## config.mk

```make
export PLATFORM = sky130hd
export DESIGN_NAME = voice_frame_scheduler
export DESIGN_NICKNAME = d
export VERILOG_FILES = /design/src/rtl/voice_frame_scheduler.sv
export SDC_FILE = /design/constraint.sdc
export NUM_CORES = 1
export LEC_CHECK = 0
export ABC_AREA = 1
export BUFFER_PORTS_ARGS = -buffer_cell sky130_fd_sc_hd__buf_2
export CORE_MARGIN = 2
export CORE_UTILIZATION = 34
export DETAILED_ROUTE_END_ITERATION = 16
export PLACE_DENSITY_LB_ADDON = 0.25
export SYNTH_ARGS = -nofsm -noshare
export SYNTH_HDL_FRONTEND = slang
export SYNTH_SLANG_ARGS = --single-unit
```

## constraint.sdc

```tcl
create_clock -name clk -period 1.8 [get_ports clk]
set_input_delay 0.09 -clock clk [delete_from_list [all_inputs] [get_ports clk]]
set_output_delay 0.09 -clock clk [all_outputs]
set_load 0.02 [all_outputs]
```

## src/rtl/voice_frame_scheduler.sv

```systemverilog
// voice_frame_scheduler: sequences the ping-pong frame RAMs and output FIFO
// of the voice pitch-shift datapath.
// Write side: sample-driven addressing. A write to the last address swaps banks.
// Read side: one FSM (FILL/DRAIN/WAIT) reads a full frame from the idle bank
// using a fractional resampling pointer. It pushes into the FIFO under
// almost-full backpressure and pulses overrun if a swap arrives mid-drain.
// Optional build macro VOICE_SCHED_STATS_EN adds two counters:
//   frame_cnt   - completed drains, wraps
//   overrun_cnt - overruns, saturates at 255
// ram_rd_bank is always the complement of ram_wr_bank, including during reset.
module voice_frame_scheduler #(
  parameter int ADDR_WIDTH = 10,
  parameter int FRAC_WIDTH = 6,
  parameter int STEP_UP    = 80,
  parameter int STEP_DOWN  = 48
) (
  input  logic                  clk,
  input  logic                  rst,
  input  logic                  sample_valid,
  input  logic [1:0]            mode,
  input  logic                  fifo_almost_full,
  output logic                  ram_wr_en,
  output logic                  ram_wr_bank,
  output logic [ADDR_WIDTH-1:0] ram_wr_addr,
  output logic                  ram_rd_bank,
  output logic [ADDR_WIDTH-1:0] ram_rd_addr,
  output logic                  fifo_wr_en,
  output logic                  busy,
  output logic                  overrun
`ifdef VOICE_SCHED_STATS_EN
  ,
  output logic [15:0]           frame_cnt,
  output logic [7:0]            overrun_cnt
`endif
);

  localparam int PTR_W  = ADDR_WIDTH + FRAC_WIDTH;
  localparam int STEP_W = FRAC_WIDTH + 2;
  localparam logic [ADDR_WIDTH-1:0] LAST_ADDR = '1;

  typedef enum logic [1:0] {
    S_FILL  = 2'd0,
    S_DRAIN = 2'd1,
    S_WAIT  = 2'd2
  } state_t;

  // Resampling step in Q2.FRAC_WIDTH; modes 0 and 3 are unity (bypass).
  function automatic logic [STEP_W-1:0] step_for_mode(input logic [1:0] m);
    case (m)
      2'd1:    return STEP_W'(STEP_UP);
      2'd2:    return STEP_W'(STEP_DOWN);
      default: return STEP_W'(1) << FRAC_WIDTH;
    endcase
  endfunction

  logic [ADDR_WIDTH-1:0] wr_addr_q, wr_addr_d;
  logic                  wr_bank_q, wr_bank_d;
  state_t                state_q, state_d;
  logic [PTR_W-1:0]      rd_ptr_q, rd_ptr_d;
  logic [ADDR_WIDTH-1:0] rd_cnt_q, rd_cnt_d;
  logic [STEP_W-1:0]     step_q, step_d;
  logic                  fifo_wr_en_q;
  logic                  overrun_q, overrun_d;
  logic                  swap;
  logic                  rd_issue;
  logic                  last_read;
  logic                  load;

  // Swap fires on the write of the last frame address; the bank flips on that edge.
  assign swap      = sample_valid && (wr_addr_q == LAST_ADDR);
  assign rd_issue  = (state_q == S_DRAIN) && !fifo_almost_full;
  assign last_read = rd_issue && (rd_cnt_q == LAST_ADDR);

  // Write-side next state: free of the FSM, driven only by the sample strobe.
  always_comb begin
    wr_addr_d = wr_addr_q;
    wr_bank_d = wr_bank_q;
    if (sample_valid) wr_addr_d = wr_addr_q + 1'b1;
    if (swap)         wr_bank_d = ~wr_bank_q;
  end

  // Write-side state register.
  always_ff @(posedge clk) begin
    if (rst) begin
      wr_addr_q <= '0;
      wr_bank_q <= 1'b0;
    end else begin
      wr_addr_q <= wr_addr_d;
      wr_bank_q <= wr_bank_d;
    end
  end

  // Drain FSM next state; a swap always wins and restarts the drain on the new bank.
  always_comb begin
    state_d   = state_q;
    rd_ptr_d  = rd_ptr_q;
    rd_cnt_d  = rd_cnt_q;
    step_d    = step_q;
    overrun_d = 1'b0;
    load      = 1'b0;
    case (state_q)
      S_FILL, S_WAIT: begin
        if (swap) begin
          state_d = S_DRAIN;
          load    = 1'b1;
        end
      end
      S_DRAIN: begin
        if (rd_issue) begin
          rd_ptr_d = rd_ptr_q + PTR_W'(step_q);
          rd_cnt_d = rd_cnt_q + 1'b1;
        end
        if (last_read) state_d = S_WAIT;
        if (swap) begin
          state_d   = S_DRAIN;
          load      = 1'b1;
          overrun_d = !last_read;
        end
      end
      default: state_d = S_FILL;
    endcase
    if (load) begin
      rd_ptr_d = '0;
      rd_cnt_d = '0;
      step_d   = step_for_mode(mode);
    end
  end

  // Drain FSM registers; the FIFO push is the read issue delayed by the RAM latency.
  always_ff @(posedge clk) begin
    if (rst) begin
      state_q      <= S_FILL;
      rd_ptr_q     <= '0;
      rd_cnt_q     <= '0;
      step_q       <= STEP_W'(1) << FRAC_WIDTH;
      fifo_wr_en_q <= 1'b0;
      overrun_q    <= 1'b0;
    end else begin
      state_q      <= state_d;
      rd_ptr_q     <= rd_ptr_d;
      rd_cnt_q     <= rd_cnt_d;
      step_q       <= step_d;
      fifo_wr_en_q <= rd_issue;
      overrun_q    <= overrun_d;
    end
  end

`ifdef VOICE_SCHED_STATS_EN
  logic [15:0] frame_cnt_q;
  logic [7:0]  overrun_cnt_q;

  // Statistics: completed drains wrap, overruns saturate.
  always_ff @(posedge clk) begin
    if (rst) begin
      frame_cnt_q   <= '0;
      overrun_cnt_q <= '0;
    end else begin
      if (last_read) frame_cnt_q <= frame_cnt_q + 1'b1;
      if (overrun_d && (overrun_cnt_q != 8'hFF)) overrun_cnt_q <= overrun_cnt_q + 1'b1;
    end
  end

  assign frame_cnt   = frame_cnt_q;
  assign overrun_cnt = overrun_cnt_q;
`endif

  assign ram_wr_en   = sample_valid;
  assign ram_wr_bank = wr_bank_q;
  assign ram_wr_addr = wr_addr_q;
  assign ram_rd_bank = ~wr_bank_q;
  assign ram_rd_addr = rd_ptr_q[PTR_W-1:FRAC_WIDTH];
  assign fifo_wr_en  = fifo_wr_en_q;
  assign busy        = (state_q == S_DRAIN);
  assign overrun     = overrun_q;

endmodule
```

==> impl_metrics.py, run 1 <==
metrics = {
    "logic_synthesis": {
        "synth_top_family_by_area": "simple AND/OR/NAND/NOR gates",
        "yosys_warnings": 0,
        "synth-xor-area-share_pct": 3.34,
        "synth_top_area_cell": "dfxtp_1",
        "ys_seq_area_share_pct": 38.2,
        "yosys_register_bits": 40,
        "synth_adder_area_share_pct": 5.13,
        "synth_compound_area_share_pct": 9.25,
        "synth_cells": 282,
        "synthesis.area_um2": 2100,
        "avgSynthCellArea_um2": 7.43,
        "synth-simple-area-share_pct": 31.7,
        "syn_nets": 296,
        "synth.area.top_cells": "dfxtp_1 (38%), nand2_1 (11%), inv_1 (6.3%), nor2_1 (6.1%), buf_4 (4.3%)",
        "synth_top_area_share_pct": 38.2,
        "synth.mux.area_fraction_pct": 0,
        "ys_types": 31,
    },
    "sta": {
        "timing.final.crit_share_pct": 86.7,
        "tightestPinTransition_ps": 310,
        "finalCriticalPeriod_ps": 1560,
        "setup_tns_ps": 0,
        "clock_skew_ps": 9.01,
        "setup_viol": 0,
        "rsz0062_at_grt": "false",
        "slew_violations": 0,
        "slew_headroom_pct": 79.2,
        "hold_violations": 0,
        "max_freq_mhz": 641,
    },
    "run": {
        "drv_cap": 0,
    },
    "placement": {
        "hpwl_mm": 3.08,
        "dpl_cell_area_um2": 2270,
        "io_buffers": 31,
        "place_congestion": 0.741,
    },
    "global_route": {
        "antenna_found_initial": 0,
        "grt_pass1_vias": 1592,
        "grt_max_degree": 23,
        "grtUsageTotal_pct": 13.4,
        "overflow": 0,
        "grt_pass1_wl_mm": 6.98,
    },
    "drt": {
        "via_per_inst": 4.65,
        "wire_per_inst_um": 10.7,
        "vias": 1801,
        "wirelength_mm": 4.14,
        "final_antenna_net_count": 0,
        "route.detailed.drc": 0,
        "drtPass1Iterations": 4,
        "initialDrtViolationCount": 97,
    },
    "critical_path": {
        "critical_path_required_ps": 1980,
        "critPathLaunchType": "flip-flop",
        "path_class": "flip-flop to flip-flop",
        "critPathCaptureType": "flip-flop",
        "arrival_ps": 1740,
        "crit_fanout": 3,
    },
    "layout": {
        "nets": 325,
        "post-route-cell-area_um2": 2360,
        "antennaDiodeCount": 0,
        "drive_gt1_share_pct": 20.8,
        "nFillCells": 650,
        "fin_util_pct": 39.7,
        "mostFrequentLayoutCell": "nand2_1",
        "areaGrowthSynthToFinish_pct": 12.8,
        "regArea_um2": 801,
        "multi_input_area_um2": 1040,
        "mostFrequentLayoutCells": "nand2_1 (62), dfxtp_1 (40), inv_1 (35)",
    },
    "clock_tree": {
        "root_buffer": "clkbuf_8",
        "hold_buffers": 0,
        "clk_pin_slew_ps": 80,
        "cts_setup_buffers": 0,
        "htreeDepth": 2,
        "ctsResizeCount": 0,
        "clk-insertion-delay-late_ps": 290,
        "cts_tree": "done",
        "cts_buffer_depth": 2,
        "cts_sinks": 40,
        "numCtsBuffers": 5,
    },
    "power": {
        "finalPower_mw": 1.58,
        "p_leak_nw": 1.04,
        "peakVddDrop_uv": 286,
        "p_per_area_nw_per_um2": 668,
    },
    "floorplan": {
        "rows": 28,
        "start_util_pct": 35.2,
        "die-area_um2": 6810,
        "die_h_um": 82.5,
        "die_x_um": 82.5,
        "io_pins": 32,
        "coreArea_um2": 5960,
    },
    "status": {
        "status": "finished, final reports clean",
    },
    "worst_hold_path": {
        "hp-class": "primary input to flip-flop",
    },
}
[layout make-up]
cell class / instances / area share, %
Multi-Input combinational cell: 190 / 43.8
Sequential cell: 40 / 33.9
Timing Repair Buffer: 37 / 8.47
Inverter: 37 / 5.88
Tap cell: 75 / 3.97
Clock buffer: 7 / 3.65
Clock inverter: 1 / 0.318
[per-layer routing]
layer	share of wire [%]	GRT usage (%)
met5	0	0
met2	43	21.5
met4	1.5	5.25
met1	51	16.8
met3	4.7	3.80
[sequential cells by signal, summed over array words and instances, names as in the netlist]
name	cells
fifo_wr_en	1
overrun	1
ram_wr_addr	10
ram_wr_bank	1
rd_cnt_q	10
rd_ptr_q	12
state_q	2
step_q	3
[where the power goes]
part           switching, mW  total [mW]  internal, mW
Sequential           0.00496       0.893         0.888
Clock                  0.314       0.625         0.312
Combinational         0.0412      0.0594        0.0182
[final timing paths]
| kind | start | to | slack (ps) | cells after the start |
|---|---|---|---|---|
| worst max-delay path | rd_ptr_q[4] | rd_ptr_q[10] | 240 | 7 |
| worst min-delay path | rst | ram_wr_addr[8] | 50 | 2 |
| worst max register to register | rd_ptr_q[4] | rd_ptr_q[10] | 240 | 7 |
| worst min register to register | ram_wr_bank | ram_wr_bank | 470 | 1 |
[through the flow]
step / setup slack, ps / hold WS, ps / instances
after floorplan: 274 / 159 / 282
after global placement: 283 / 365 / 379
final: 240 / 54.2 / 387
after global routing: 85.7 / 58.5 / 387
after CTS: 227 / 47.0 / 387
after detailed placement: 254 / 362 / 379
[cell families after synthesis]
| kind of cell | after synthesis |
|---|---|
| XOR/XNOR | 8 |
| AND/OR/NAND/NOR | 142 |
| buffers and inverters | 52 |
| adder cells (fa/ha/maj) | 8 |
| AO/OA/AOI/OAI | 32 |
| flip-flops | 40 |
[worst max-delay path, stage by stage, from the launching register on]
cell and delay (ps):
dfxtp_1 320, ha_1 230, fa_1 390, nand2_1 120, nand2_1 80, nand2_1 100, xor2_1 150, nor2_1 50
[synthesized netlist by cell type]
cell type and instances:
nand3b_1 4, a21oi_2 9, nand2_4 1, xor2_1 6
nor3_1 7, fa_1 1, nor2_1 34, nand2_2 1
or2_2 2, clkbuf_1 1, nor2_4 1, ha_1 7
inv_1 35, o21ai_0 10, buf_6 1, and3_1 1
nand3_4 1, nor2_2 2, xnor2_1 2, dfxtp_1 40
a21oi_1 13, nand3_2 1, nand3_1 17, inv_2 1
buf_4 12, nand4_1 6, clkinv_1 1, nand4_2 1
buf_8 1, nand2_1 62, nor3_4 1
No activity file was read; power rests on OpenSTA's default activity.
==> inputs of run 2 (changes only) <==
CTS_BUF_LIST = sky130_fd_sc_hd__clkbuf_4   (was default)
==> run 2 against run 1 <==
Net effect:
- worst hold slack improved by 77 ps
- critical path depth decreased by 1
- clock skew rose by 5.8 ps
- final cell count is 0.52% higher
- wire length up 0.46%
- power fell by 10%
- clock power decreased by 26%
- register-to-register slack about the same
- core utilization is 0.29 points lower
- critical path type unchanged
- largest power group unchanged
- highest routed layer unchanged
==> impl_metrics.py, run 2 (synthesis gave the netlist of run 1 again) <==
metrics = {
    "clock_tree": {
        "cts_tree": "done",
        "cts_buffer_depth": 2,
        "clk-insertion-delay-late_ps": 350,
        "numCtsBuffers": 5,
        "clk_pin_slew_ps": 130,
        "htreeDepth": 2,
        "cts_setup_buffers": 0,
        "root_buffer": "clkbuf_4",
        "cts_sinks": 40,
    },
    "layout": {
        "nets": 327,
        "instances_no_fill": 389,
        "mostFrequentLayoutCell": "nand2_1",
        "largest_register_ffs": 12,
        "antennaDiodeCount": 0,
        "areaGrowthSynthToFinish_pct": 11.9,
        "top_register": "rd_ptr_q",
        "nFillCells": 655,
        "drive_gt1_share_pct": 20.7,
        "mostFrequentLayoutCells": "nand2_1 (62), dfxtp_1 (40), inv_1 (35)",
        "post-route-cell-area_um2": 2350,
    },
    "floorplan": {
        "start_util_pct": 35.2,
        "coreArea_um2": 5960,
        "io_pins": 32,
        "rows": 28,
        "die_x_um": 82.5,
        "die_h_um": 82.5,
        "die-area_um2": 6810,
    },
    "sta": {
        "hold_violations": 0,
        "rsz0062_at_grt": "false",
        "finalCriticalPeriod_ps": 1570,
        "tightestPinTransition_ps": 311,
        "setup_tns_ps": 0,
        "slew_headroom_pct": 79.1,
        "clock_skew_ps": 14.8,
        "max_freq_mhz": 638,
        "slew_violations": 0,
        "setup_viol": 0,
        "timing.final.crit_share_pct": 87.0,
    },
    "critical_path": {
        "slowest_stage": "dfxtp_1",
        "cpPeakStageDelay_ps": 420,
        "crit_chain": "ha_1, nand4_2, nor2_4, nand3_4, nand2_4, nor2_1",
        "critPathCaptureType": "flip-flop",
        "arrival_ps": 1790,
        "critPathLaunchType": "flip-flop",
        "critical_path_required_ps": 2030,
        "path_class": "flip-flop to flip-flop",
        "crit_fanout": 22,
    },
    "global_route": {
        "grt_max_degree": 23,
        "grt_pass1_vias": 1587,
        "grt_pass1_wl_mm": 6.92,
        "overflow": 0,
        "grtUsageTotal_pct": 13.2,
        "antenna_found_initial": 0,
    },
    "power": {
        "p_leak_nw": 1.04,
        "p_per_area_nw_per_um2": 604,
        "peakVddDrop_uv": 286,
    },
    "drt": {
        "drtPass1Iterations": 4,
        "wirelength_mm": 4.16,
        "initialDrtViolationCount": 62,
        "route.detailed.drc": 0,
        "via_per_inst": 4.60,
        "vias": 1788,
        "wire_per_inst_um": 10.7,
        "final_antenna_net_count": 0,
    },
    "placement": {
        "io_buffers": 31,
        "hpwl_mm": 3.08,
        "place_congestion": 0.741,
        "dp.cells": 379,
        "dpl_cell_area_um2": 2270,
    },
    "run": {
        "drv_cap": 0,
    },
    "worst_hold_path": {
        "hp-class": "primary input to flip-flop",
    },
    "status": {
        "status": "finished, final reports clean",
    },
}
-- run 2: changes by cell type in the layout (fill, tap and decap cells not counted), sizes merged --
cell	before	now
clkbuf	7	6
clkinv	1	2
dlygate4sd3	0	2
-- run 2: area by class of cell --
class	count	area [µm²]	share of cell area, %
Clock buffer	6	45.0	1.92
Clock inverter	2	11.3	0.480
Inverter	37	139	5.92
Multi-Input combinational cell	190	1040	44.2
Sequential cell	40	801	34.1
Tap cell	75	93.8	4.00
Timing Repair Buffer	39	220	9.39
-- run 2: metrics by stage --
stage	hold WS (ps)	power [mW]	utilization [%]	setup WS (ps)
finish	131	1.42	39.4	233
CTS	132	1.44	39.4	215
detailed placement	362	0.974	38.1	254
floorplan	159	0.956	-	274
global placement	365	0.974	38.1	283
global route	152	1.49	39.4	71.1
-- run 2: worst max-delay path: cells and delay by family (launching register included) --
| kind | cells | cell delay (ps) |
|---|---|---|
| AND/OR/NAND/NOR | 5 | 790 |
| adder cells (fa/ha/maj) | 1 | 230 |
| flip-flops | 1 | 420 |
-- run 2: path summary, 6_finish.rpt --
| check | start | depth (start not counted) | slack, ps | to |
|---|---|---|---|---|
| worst max-delay path | ram_wr_addr[0] | 6 | 230 | rd_ptr_q[9] |
| worst min-delay path | mode[1] | 4 | 130 | step_q[5] |
| worst max register to register | ram_wr_addr[0] | 6 | 230 | rd_ptr_q[9] |
| worst min register to register | ram_wr_bank | 1 | 470 | ram_wr_bank |
-- run 2: power by group --
group / switching, mW / internal, mW / leakage (nW)
registers: 0.00499 / 0.889 / 0.323
logic: 0.0415 / 0.0211 / 0.684
clock network: 0.296 / 0.164 / 0.0293
total: 0.342 / 1.07 / 1.04
-- run 2: what timing repair did --
action,in CTS,in global routing
hold buffers,2,0
hold endpoints to repair,6,0
resized for setup,0,0
-- run 2: layer usage --
layer / track usage [%] / vias up / part of all wire (%)
li1: - / 949 / -
met1: 16.9 / 803 / 52
met2: 21.5 / 31 / 43
met3: 3.48 / 5 / 4.2
met4: 4.10 / 0 / 1.2
met5: 0 / - / 0
